<file path="src/rtl/instr_fetch_latch.sv">
// Fetch-side instruction register: issues one memory read per accepted fetch
// request, latches the returned instruction and exposes its decoded fields.
module instr_fetch_latch #(
  parameter int unsigned TIMEOUT   = 15,
  parameter logic [15:0] NOP_INSTR = 16'h0000
) (
  input  logic        clk,
  input  logic        reset_n,
  input  logic        fetch_req,
  input  logic [15:0] pc_in,
  output logic [15:0] mem_addr,
  output logic        mem_rd_en,
  input  logic [15:0] mem_rdata,
  input  logic        mem_rvalid,
  output logic [15:0] ir_out,
  output logic [3:0]  opcode,
  output logic [3:0]  rd,
  output logic [3:0]  rs,
  output logic [7:0]  imm8,
  output logic        ir_valid,
  output logic        busy,
  output logic        fetch_err,
  output logic [1:0]  state_dbg
);

  typedef enum logic [1:0] {
    S_IDLE = 2'd0,
    S_REQ  = 2'd1,
    S_WAIT = 2'd2,
    S_DONE = 2'd3
  } state_e;

  localparam logic [7:0] TIMEOUT_C = 8'(TIMEOUT);

  state_e      state_q, state_d;
  logic [15:0] addr_q, addr_d;
  logic [15:0] ir_q, ir_d;
  logic [7:0]  cnt_q, cnt_d;
  logic        err_q, err_d;

  // Handshake: fetch_req is a request that is accepted only at an edge where
  // the FSM is in IDLE or DONE (never queued); mem_rvalid qualifies mem_rdata
  // and is honoured only in REQ or WAIT; ir_valid is a one-cycle strobe that
  // marks the cycle in which a freshly latched ir_out is first presented.
  always_comb begin
    state_d = state_q;
    addr_d  = addr_q;
    ir_d    = ir_q;
    cnt_d   = cnt_q;
    err_d   = err_q;
    case (state_q)
      S_IDLE, S_DONE: begin
        if (fetch_req) begin
          addr_d  = pc_in;
          err_d   = 1'b0;
          cnt_d   = 8'd0;
          state_d = S_REQ;
        end else begin
          state_d = S_IDLE;
        end
      end
      S_REQ: begin
        if (mem_rvalid) begin
          ir_d    = mem_rdata;
          state_d = S_DONE;
        end else begin
          cnt_d   = 8'd1;
          state_d = S_WAIT;
        end
      end
      S_WAIT: begin
        // Returned data takes priority over a timeout in the same cycle.
        if (mem_rvalid) begin
          ir_d    = mem_rdata;
          state_d = S_DONE;
        end else if (cnt_q == TIMEOUT_C) begin
          ir_d    = NOP_INSTR;
          err_d   = 1'b1;
          state_d = S_DONE;
        end else begin
          cnt_d = (cnt_q == 8'hFF) ? cnt_q : cnt_q + 8'd1;
        end
      end
      default: state_d = S_IDLE;
    endcase
  end

  always_ff @(posedge clk or negedge reset_n) begin
    if (!reset_n) begin
      state_q <= S_IDLE;
      addr_q  <= 16'h0000;
      ir_q    <= 16'h0000;
      cnt_q   <= 8'd0;
      err_q   <= 1'b0;
    end else begin
      state_q <= state_d;
      addr_q  <= addr_d;
      ir_q    <= ir_d;
      cnt_q   <= cnt_d;
      err_q   <= err_d;
    end
  end

  assign mem_addr  = addr_q;
  assign mem_rd_en = (state_q == S_REQ);
  assign ir_valid  = (state_q == S_DONE);
  assign busy      = (state_q == S_REQ) || (state_q == S_WAIT);
  assign fetch_err = err_q;
  assign state_dbg = state_q;

  assign ir_out = ir_q;
  assign opcode = ir_q[15:12];
  assign rd     = ir_q[11:8];
  assign rs     = ir_q[7:4];
  assign imm8   = ir_q[7:0];

endmodule

</file>
<file path="config.mk">
export PLATFORM = sky130hd
export DESIGN_NAME = instr_fetch_latch
export DESIGN_NICKNAME = d
export VERILOG_FILES = /design/src/rtl/instr_fetch_latch.sv
export SDC_FILE = /design/constraint.sdc
export NUM_CORES = 1
export LEC_CHECK = 0
export BUFFER_PORTS_ARGS = -buffer_cell sky130_fd_sc_hd__buf_2
export CORE_MARGIN = 1
export CORE_UTILIZATION = 45
export DETAILED_ROUTE_END_ITERATION = 8
export GPL_ROUTABILITY_DRIVEN = 0
export PLACE_DENSITY_LB_ADDON = 0.05
export SYNTH_ARGS = -nofsm -noshare
export SYNTH_HDL_FRONTEND = slang
export SYNTH_SLANG_ARGS = --single-unit
export TNS_END_PERCENT = 1
</file>
<file path="constraint.sdc">
create_clock -name clk -period 6.1 [get_ports clk]
set_input_delay 0.305 -clock clk [delete_from_list [all_inputs] [get_ports clk]]
set_output_delay 0.305 -clock clk [all_outputs]
set_load 0.01 [all_outputs]
</file>
==> impl_results.md, run 1 <==
* TNS Setup at 0 ps
* Yosys cell types at 36
* CTS Buffer Depth at 2
* IO Count at 94
* Status: completed
* Vias at 1,566
* CP Max Fanout at 17
* Max Clk Rate at 461 MHz
* Clock power share at 0.135
* Vias per std cell at 5.40
* Switching share of power at 0.390
* Non-filler cells in the finished layout at 290
* Max-slew headroom at 0.378
* Placed Cells at 283
* CP arrival at 2350 ps
* Detailed Place HPWL at 3040 um
* Worst EP required at 6280 ps
* Gate Count Post-Synth at 164
* CP peak stage delay at 470 ps
* R2r startpoint: state_dbg[0]$_DFFE_PN0P_
* Main flop type after synthesis: dfrtp_1
* Rows at 24
* CP startpoint: state_dbg[0]$_DFFE_PN0P_
* Core Area at 4350 sq um
* Cell Int Power at 0.812 mW
* Die width at 69.1 um
* TritonRoute pass-1 iters at 6
* Clock Skew at 8.37 ps
* First-pass GRT wire length at 7440 um
* Synth Area per Inst at 12.4 sq um
* Switching pwr at 0.519 mW
* Post-Route WL at 4230 um
* CTS tree: built
* Chip height at 69.1 um
* Clock latency on the worst-skew pair at 290 ps
* Worst slew pin tran at 933 ps
* Max cap viols at 0
* FILL cells at 405
* Leakage at 1.28 nW
* Final worst setup slack at 3930 ps
* Nets at 278
* RSZ-0062 raised after global routing: no
* Hold crit path type: primary input to async pin
* Slowest library cell on the worst path: o21a_1
* Reg2Reg Depth at 5
* Reg2reg end: cnt_q[0]$_DFFE_PN0P_
* DRC Markers at 0
* Final core occ at 0.566
* Vias in the first global route at 1,566
* Post-DRT Antenna Nets at 0
* Crit-path cells: inv_1 > ha_1 > o21a_1 > a211oi_4 > mux2_4
* Synth Net Count at 204
* Gr ovfl total at 0
* Setup bufs post-CTS at 0
* Pwr dens at 540 nW/um^2
* Min Hold Slack at 153 ps
* Largest net degree at the start of global routing at 44
* Post-CTS sizing at 0
* R2R setup slack at 3930 ps
* Total CTS buffers at 5
* Initial antenna violation count at 0
* Final min period at 2170 ps
* Setup violators final at 0
* Layout cell share with drive strength beyond 1 at 0.525
* Register share of total power at 0.363
* H-tree lvl count at 2
* Yosys reg bits at 43
* Max Slew Vio Count at 0
* Worst ir drop on vdd at 0.000263 V
* CTS Hold Bufs at 0
* GRT Util Overall at 0.197
* Comb pwr share at 0.502
* Sequential Area at 1080 sq um
* Die area at 4780 sq um
* CTS sink cnt at 43
* Register area share after synthesis at 0.531
* Type of origin of the critical path: flip-flop
* WL per Instance at 14.6 um
* Yosys warns at 0
* Number of enable flip-flop cells after synthesis at 0
* Period Utilization, post-route at 0.356
* Final hold violation count at 0
* Ys async rst share at 1.00
* Critical Path End Type: flip-flop
* Clk root buf: clkbuf_8
* DRT iter0 DRCs at 81
* Multi-input logic area at 744 sq um
* Worst slack at placement at 3950 ps
* Input/output buffers at 93
* Synth-to-layout area growth at 21.5%
* Clock slew at reported path FFs at 80 ps
* Mapped cell area at 2030 sq um
* Crit Path Class: flip-flop to flip-flop
* Starting density of the core at 0.466
* # diodes at 0
-- worst max-delay path, delay by kind of cell, from the launching register on --
kind                       cells  cell delay, ps
AOI/OAI and AO/OA              2             940
adders and majority gates      1             320
buffers and inverters          1              60
DFF                            1             410
muxes                          1             330
-- Yosys cell counts, types with 2 or more instances --
cell type,count,area (sq um)
dfrtp_1,43,1080
buf_4,20,150
mux2_2,17,191
a22o_1,14,123
a31oi_1,8,50.1
inv_1,7,26.3
nor2_1,7,26.3
nand2_1,6,22.5
ha_1,4,50.1
a21oi_1,3,15.0
clkbuf_1,3,11.3
a22o_2,2,20.0
a41oi_1,2,17.5
and3_1,2,12.5
mux2i_1,2,20.0
nand2b_1,2,12.5
nand4_1,2,12.5
nor2b_1,2,12.5
-- worst max-delay path by stage --
stage                          endpoint  slack [ps]
2_1_floorplan  mem_addr[10]$_DFFE_PN0P_        4100
3_3_place_gp       cnt_q[0]$_DFFE_PN0P_        4020
3_5_place_dp       cnt_q[0]$_DFFE_PN0P_        3950
4_1_cts            cnt_q[0]$_DFFE_PN0P_        3940
5_1_grt            cnt_q[0]$_DFFE_PN0P_        3800
6_report           cnt_q[0]$_DFFE_PN0P_        3930
-- power by group through the flow --
stage | logic, mW | clock network (mW) | registers [mW]
global placement | 0.660 | 0 | 0.478
floorplan | 0.451 | 0 | 0.540
detailed placement | 0.674 | 0 | 0.489
finish | 0.668 | 0.180 | 0.483
CTS | 0.680 | 0.186 | 0.484
global route | 0.730 | 0.199 | 0.503
-- layer usage --
layer,part of all wire,track usage
met5,0,0
met4,0.018,0.0771
met3,0.071,0.0643
met2,0.49,0.329
met1,0.42,0.234
-- state kept, by name (all words and copies together) (netlist names) --
name,cells
cnt_q,8
mem_addr,16
state_dbg,2
fetch_err,1
ir_out,16
-- cell type report --
cell class | instances | area share
Clock buffer | 6 | 0.0335
Clock inverter | 1 | 0.00203
Inverter | 7 | 0.0107
Multi-Input combinational cell | 88 | 0.302
Sequential cell | 43 | 0.437
Tap cell | 52 | 0.0264
Timing Repair Buffer | 93 | 0.189
-- logic make-up after synthesis --
kind of cell | share of synthesized area
muxes | 0.112
adders and majority gates | 0.0247
DFF | 0.531
AOI/OAI and AO/OA | 0.158
buffers and inverters | 0.102
and+or+nand+nor | 0.0728
-- through the flow --
stage / area (sq um) / total power, mW
after CTS: 2460 / 1.35
final: 2460 / 1.33
after floorplan: 2030 / 0.991
after global routing: 2460 / 1.43
after detailed placement: 2380 / 1.16
after global placement: 2380 / 1.14
-- cells in the final DEF, fill, tap and decap left out, types with 2 or more instances in the layout --
master	n
buf_2	93
dfrtp_1	43
mux2_2	17
a22o_1	14
a31oi_1	8
inv_1	7
nor2_1	7
nand2_1	6
clkbuf_8	6
ha_1	4
a21oi_1	3
a22o_2	2
nor2b_1	2
nand2b_1	2
nand4_1	2
and3_1	2
a41oi_1	2
mux2i_1	2
Note: power is estimated with default switching activity, not from simulation.
==> inputs of run 2 (changes only) <==
--- a/config.mk
+++ b/config.mk
@@ -7,7 +7,7 @@
 export LEC_CHECK = 0
 export BUFFER_PORTS_ARGS = -buffer_cell sky130_fd_sc_hd__buf_2
 export CORE_MARGIN = 1
-export CORE_UTILIZATION = 45
+export CORE_UTILIZATION = 42
 export DETAILED_ROUTE_END_ITERATION = 8
 export GPL_ROUTABILITY_DRIVEN = 0
 export PLACE_DENSITY_LB_ADDON = 0.05
==> constraint.sdc (replaced) <==
create_clock -name clk -period 1.9 [get_ports clk]
set_input_delay 0.095 -clock clk [delete_from_list [all_inputs] [get_ports clk]]
set_output_delay 0.095 -clock clk [all_outputs]
set_load 0.01 [all_outputs]
==> run 2 against run 1 <==
Utilization fell by 0.22 points. Non-clock buffer count rose by 7. Global-route usage down 2.4 points. First-iteration DRC count down 48%. Sequential share of layout area is 1.3 points lower. Clock-buffer cell count did not move. Register-to-register slack worse by 3800 ps. Critical path type unchanged. Critical endpoint is now state_dbg[0]$_DFFE_PN0P_. Highest routed layer unchanged.
==> impl_results.md, run 2 (same netlist as run 1, synthesis figures left out) <==
* WL per Instance at 14.3 um
* Synth-to-layout area growth at 25.2%
* Clock power share at 0.129
* Register share of total power at 0.351
* Worst ir drop on vdd at 0.000793 V
* Rows at 24
* H-tree lvl count at 2
* Vias at 1,564
* Clock latency on the worst-skew pair at 300 ps
* Reg2Reg Depth at 5
* Switching pwr at 1.72 mW
* Chip height at 71.5 um
* TNS Setup at 0 ps
* Total CTS buffers at 5
* # diodes at 0
* FILL cells at 420
* Final hold violation count at 0
* Final core occ at 0.564
* Largest net degree at the start of global routing at 44
* CTS Buffer Depth at 2
* Pwr dens at 1740 nW/um^2
* Die width at 71.5 um
* Most frequent cells in the layout: 93 x buf_2, 43 x dfrtp_1, 17 x mux2_2, 14 x a22o_1, 8 x a31oi_1
* Period Utilization, post-route at 0.950
* DRT iter0 DRCs at 42
* Max Slew Vio Count at 0
* Nets at 285
* Vias in the first global route at 1,519
* Post-Route WL at 4270 um
* Core Area at 4500 sq um
* CP arrival at 1990 ps
* Starting density of the core at 0.450
* Clock slew at reported path FFs at 80 ps
* Critical Path End Type: flip-flop
* Clk root buf: clkbuf_8
* Multi-input logic area at 754 sq um
* Sequential Area at 1080 sq um
* Cell Int Power at 2.69 mW
* IO Count at 94
* Input/output buffers at 93
* RSZ-0062 raised after global routing: yes
* Layout cell share with drive strength beyond 1 at 0.537
* Worst EP required at 2090 ps
* Max cap viols at 0
* Most common cell after layout, fill and taps aside: buf_2
* Setup bufs post-CTS at 0
* Gr ovfl total at 0
* GRT Util Overall at 0.172
* CTS tree: built
* CTS sink cnt at 43
* CP Max Fanout at 8
* First-pass GRT wire length at 6810 um
* Hold crit path type: primary input to flip-flop
* Placed Cells at 289
* Vias per std cell at 5.25
* Hold Crit Depth at 2
* Post-DRT Antenna Nets at 0
* Non-filler cells in the finished layout at 298
* Switching share of power at 0.390
* Crit Path Class: flip-flop to flip-flop
* Die area at 5110 sq um
* Max Clk Rate at 554 MHz
* Clock Skew at 9.84 ps
* Status: completed
* Detailed Place HPWL at 3110 um
* Worst slew pin tran at 950 ps
* Setup violators final at 0
* DRC Markers at 0
* Overall power at 4.41 mW
* Initial antenna violation count at 0
* Final min period at 1800 ps
* Max-slew headroom at 0.367
* Leakage at 1.31 nW
* Type of origin of the critical path: flip-flop
* Comb pwr share at 0.520
* TritonRoute pass-1 iters at 4
run 2: layout make-up:
type                            count  share of cell area
Inverter                            7              0.0103
Multi-Input combinational cell     88               0.297
Clock buffer                        6              0.0286
Timing Repair Buffer              100               0.210
Clock inverter                      2             0.00493
Sequential cell                    43               0.424
Tap cell                           52              0.0256
run 2: critical path, stage by stage, from the launching register on:
cell      delay [ps]
dfrtp_1          430
inv_1             80
ha_1             410
nand2b_1         180
nor2_1           240
mux2_2           360
run 2: what timing repair did:
item                       4_1_cts  5_1_grt
hold buffers                     1        0
setup endpoints to repair        0       15
hold endpoints to repair        43        0
gates resized for setup          0        2
run 2: through the flow:
stage	area (sq um)	hold slack, ps	setup slack (ps)
4_1_cts	2530	9.63	61.0
3_5_place_dp	2430	297	70.7
3_3_place_gp	2430	279	133
2_1_floorplan	2030	-201	-44.2
5_1_grt	2540	8.90	-15.8
6_report	2540	15.6	95.5
run 2: final timing paths:
check                                              start                       end  slack [ps]
worst max-delay path            state_dbg[0]$_DFFE_PN0P_  state_dbg[0]$_DFFE_PN0P_         100
worst min-delay path                       mem_rdata[12]    ir_out[12]$_DFFE_PN0P_          20
worst max register to register  state_dbg[0]$_DFFE_PN0P_  state_dbg[0]$_DFFE_PN0P_         100
worst min register to register  mem_addr[14]$_DFFE_PN0P_  mem_addr[14]$_DFFE_PN0P_         500
max in group asynchronous                        reset_n      cnt_q[1]$_DFFE_PN0P_         820
min in group asynchronous                        reset_n    ir_out[15]$_DFFE_PN0P_         470
run 2: metal layers:
| layer | vias up | share of wire | track usage |
|---|---|---|---|
| li1 | 732 | - | - |
| met5 | - | 0 | 0 |
| met3 | 7 | 0.078 | 0.0591 |
| met4 | 0 | 0.016 | 0.0697 |
| met1 | 748 | 0.44 | 0.199 |
| met2 | 77 | 0.47 | 0.295 |
run 2: power by group through the flow:
stage	Sequential [mW]	Combinational, mW	Clock (mW)
5_1_grt	1.61	2.49	0.628
3_3_place_gp	1.55	2.26	0
2_1_floorplan	1.73	1.45	0
4_1_cts	1.56	2.30	0.594
6_report	1.55	2.30	0.571
3_5_place_dp	1.57	2.29	0
==> inputs of run 3 (changes only) <==
--- a/config.mk
+++ b/config.mk
@@ -5,10 +5,10 @@
 export SDC_FILE = /design/constraint.sdc
 export NUM_CORES = 1
 export LEC_CHECK = 0
-export BUFFER_PORTS_ARGS = -buffer_cell sky130_fd_sc_hd__buf_2
 export CORE_MARGIN = 1
-export CORE_UTILIZATION = 42
+export CORE_UTILIZATION = 45
 export DETAILED_ROUTE_END_ITERATION = 8
+export DONT_BUFFER_PORTS = 1
 export GPL_ROUTABILITY_DRIVEN = 0
 export PLACE_DENSITY_LB_ADDON = 0.05
 export SYNTH_ARGS = -nofsm -noshare
==> run 3 against run 2 <==
Fmax rose by 3.3%. Clock-buffer cell count rose by 2. Via count fell by 11%. Register-to-register slack improved by 60 ps. Largest cell class unchanged. Largest power group is now registers.
==> impl_results.md, run 3 (same netlist as run 1, synthesis figures left out) <==
* RSZ-0062 raised after global routing: no
* GRT Util Overall at 0.180
* Hold Crit Start: mem_rvalid
* CP delay by family, top: flip-flops
* Post-Route WL at 4080 um
* Slowest library cell on the worst path: dfrtp_1
* Vias in the first global route at 1,466
* Placed Cells at 201
* Worst Hold End: fetch_err$_DFFE_PN0P_
* Status: completed
* CTS sink cnt at 43
* Most frequent cells in the layout: 43 x dfrtp_1, 33 x dlygate4sd3_1, 17 x mux2_2, 14 x a22o_1, 11 x buf_4
* WL per Instance at 16.8 um
* Initial antenna violation count at 0
* Final core occ at 0.563
* R2r startpoint: state_dbg[0]$_DFFE_PN0P_
* First-pass GRT wire length at 6690 um
* H-tree lvl count at 2
* CTS Buffer Depth at 2
* Clk root buf: clkbuf_8
* Chip height at 69.1 um
* R2R setup slack at 150 ps
* Type of origin of the critical path: flip-flop
* Worst slew pin tran at 471 ps
* Hold Crit Depth at 3
* Max cap viols at 0
* CTS tree: built
* Largest net degree at the start of global routing at 44
* Final worst setup slack at 154 ps
* Crit-path cells: inv_1 > ha_1 > nor2b_1 > a211oi_4 > buf_4 > mux2i_1
* Max-slew headroom at 0.686
* Total CTS buffers at 5
* Period Utilization, post-route at 0.919
* Pwr dens at 1630 nW/um^2
* Final hold violation count at 0
* Die width at 69.1 um
* Core Area at 4350 sq um
* Post-DRT Antenna Nets at 0
* IO Count at 94
* Hold crit path type: primary input to flip-flop
* Bufs and invs on worst path at 2
* # diodes at 0
* DRC Markers at 0
* Clock latency on the worst-skew pair at 290 ps
* CP arrival at 1960 ps
* Setup violators final at 0
* Layout cell share with drive strength beyond 1 at 0.230
* Clock Skew at 3.46 ps
* Vias at 1,395
* Vias per std cell at 5.74
* Rows at 24
* Worst ir drop on vdd at 0.000699 V
* Worst EP required at 2110 ps
* Starting density of the core at 0.466
* CP Max Fanout at 7
* Final min period at 1750 ps
* Max Clk Rate at 573 MHz
* Critical Path End Type: flip-flop
* Detailed Place HPWL at 2620 um
* CP peak stage delay at 400 ps
* Crit Path Class: flip-flop to flip-flop
* Nets at 230
* Most common cell after layout, fill and taps aside: dfrtp_1
* Worst slack at placement at 43.9 ps
* Non-filler cells in the finished layout at 243
* Leakage at 1.09 nW
* TritonRoute pass-1 iters at 4
* Reg2reg end: cnt_q[1]$_DFFE_PN0P_
* Overall power at 3.99 mW
* Reg2Reg Depth at 6
* Clock slew at reported path FFs at 80 ps
* Max Slew Vio Count at 0
* FILL cells at 358
* Die area at 4780 sq um
* Synth-to-layout area growth at 20.9%
* DRT iter0 DRCs at 70
* Gr ovfl total at 0
* Input/output buffers at 0
## run 3: cell count changes in the layout (fill, tap and decap cells not counted), moves of 2 or more
| cell | previous run | this run |
|---|---|---|
| buf_4 | 5 | 11 |
| dlygate4sd3_1 | 1 | 33 |
| clkbuf_8 | 5 | 7 |
| buf_2 | 93 | 0 |
## run 3: how the worst max path moves through the flow
stage                     slack, ps  cells past startpoint                endpoint                      from
after floorplan                 -40                      7    cnt_q[0]$_DFFE_PN0P_  state_dbg[0]$_DFFE_PN0P_
after global placement          120                      5   ir_out[1]$_DFFE_PN0P_      cnt_q[0]$_DFFE_PN0P_
after detailed placement         40                      5  ir_out[15]$_DFFE_PN0P_      cnt_q[0]$_DFFE_PN0P_
after CTS                        30                      5  ir_out[15]$_DFFE_PN0P_      cnt_q[0]$_DFFE_PN0P_
after global routing             30                      6    cnt_q[1]$_DFFE_PN0P_  state_dbg[0]$_DFFE_PN0P_
final                           150                      6    cnt_q[1]$_DFFE_PN0P_  state_dbg[0]$_DFFE_PN0P_
## run 3: worst reg2reg max path: cells and delay by family (launching register included)
family	cells	cell delay (ps)
simple gates	1	210
buf+inv	2	260
fa+ha+maj	1	370
mux	1	190
compound gates	1	260
flops	1	400
## run 3: layout make-up
cell class,instances,area [sq um],share of cell area
sequential,43,1080,0.439
multi-input combinational,88,752,0.307
timing repair buffer,45,433,0.177
clock buffer,8,100,0.0408
tap,52,65.1,0.0265
inverter,7,26.3,0.0107
## run 3: stage by stage
| step | hold WS [ps] | TNS (ps) | area [sq um] |
|---|---|---|---|
| after global routing | 77.4 | 0 | 2450 |
| after detailed placement | -200 | 0 | 1990 |
| final | 64.4 | 0 | 2450 |
| after global placement | -200 | 0 | 1990 |
| after floorplan | -201 | -44.2 | 2030 |
| after CTS | 47.6 | 0 | 2440 |
## run 3: power by group
| group | switching [mW] | leakage [nW] | total [mW] | internal, mW |
|---|---|---|---|---|
| Clock | 0.285 | 0.0515 | 0.617 | 0.331 |
| Sequential | 0.592 | 0.534 | 1.90 | 1.31 |
| Combinational | 0.695 | 0.507 | 1.48 | 0.780 |
## run 3: what timing repair did
action                                 CTS  global route
endpoints found under the hold margin   75             0
setup endpoints to repair                0            16
hold buffers                            34             0
buffers inserted                         0             0
gates resized for setup                  0             1
## run 3: layer usage
metal / wire [um] / GRT usage
met1: 1630 / 0.198
met4: 60 / 0.0703
met3: 325 / 0.0731
met5: 0 / 0
met2: 2060 / 0.306
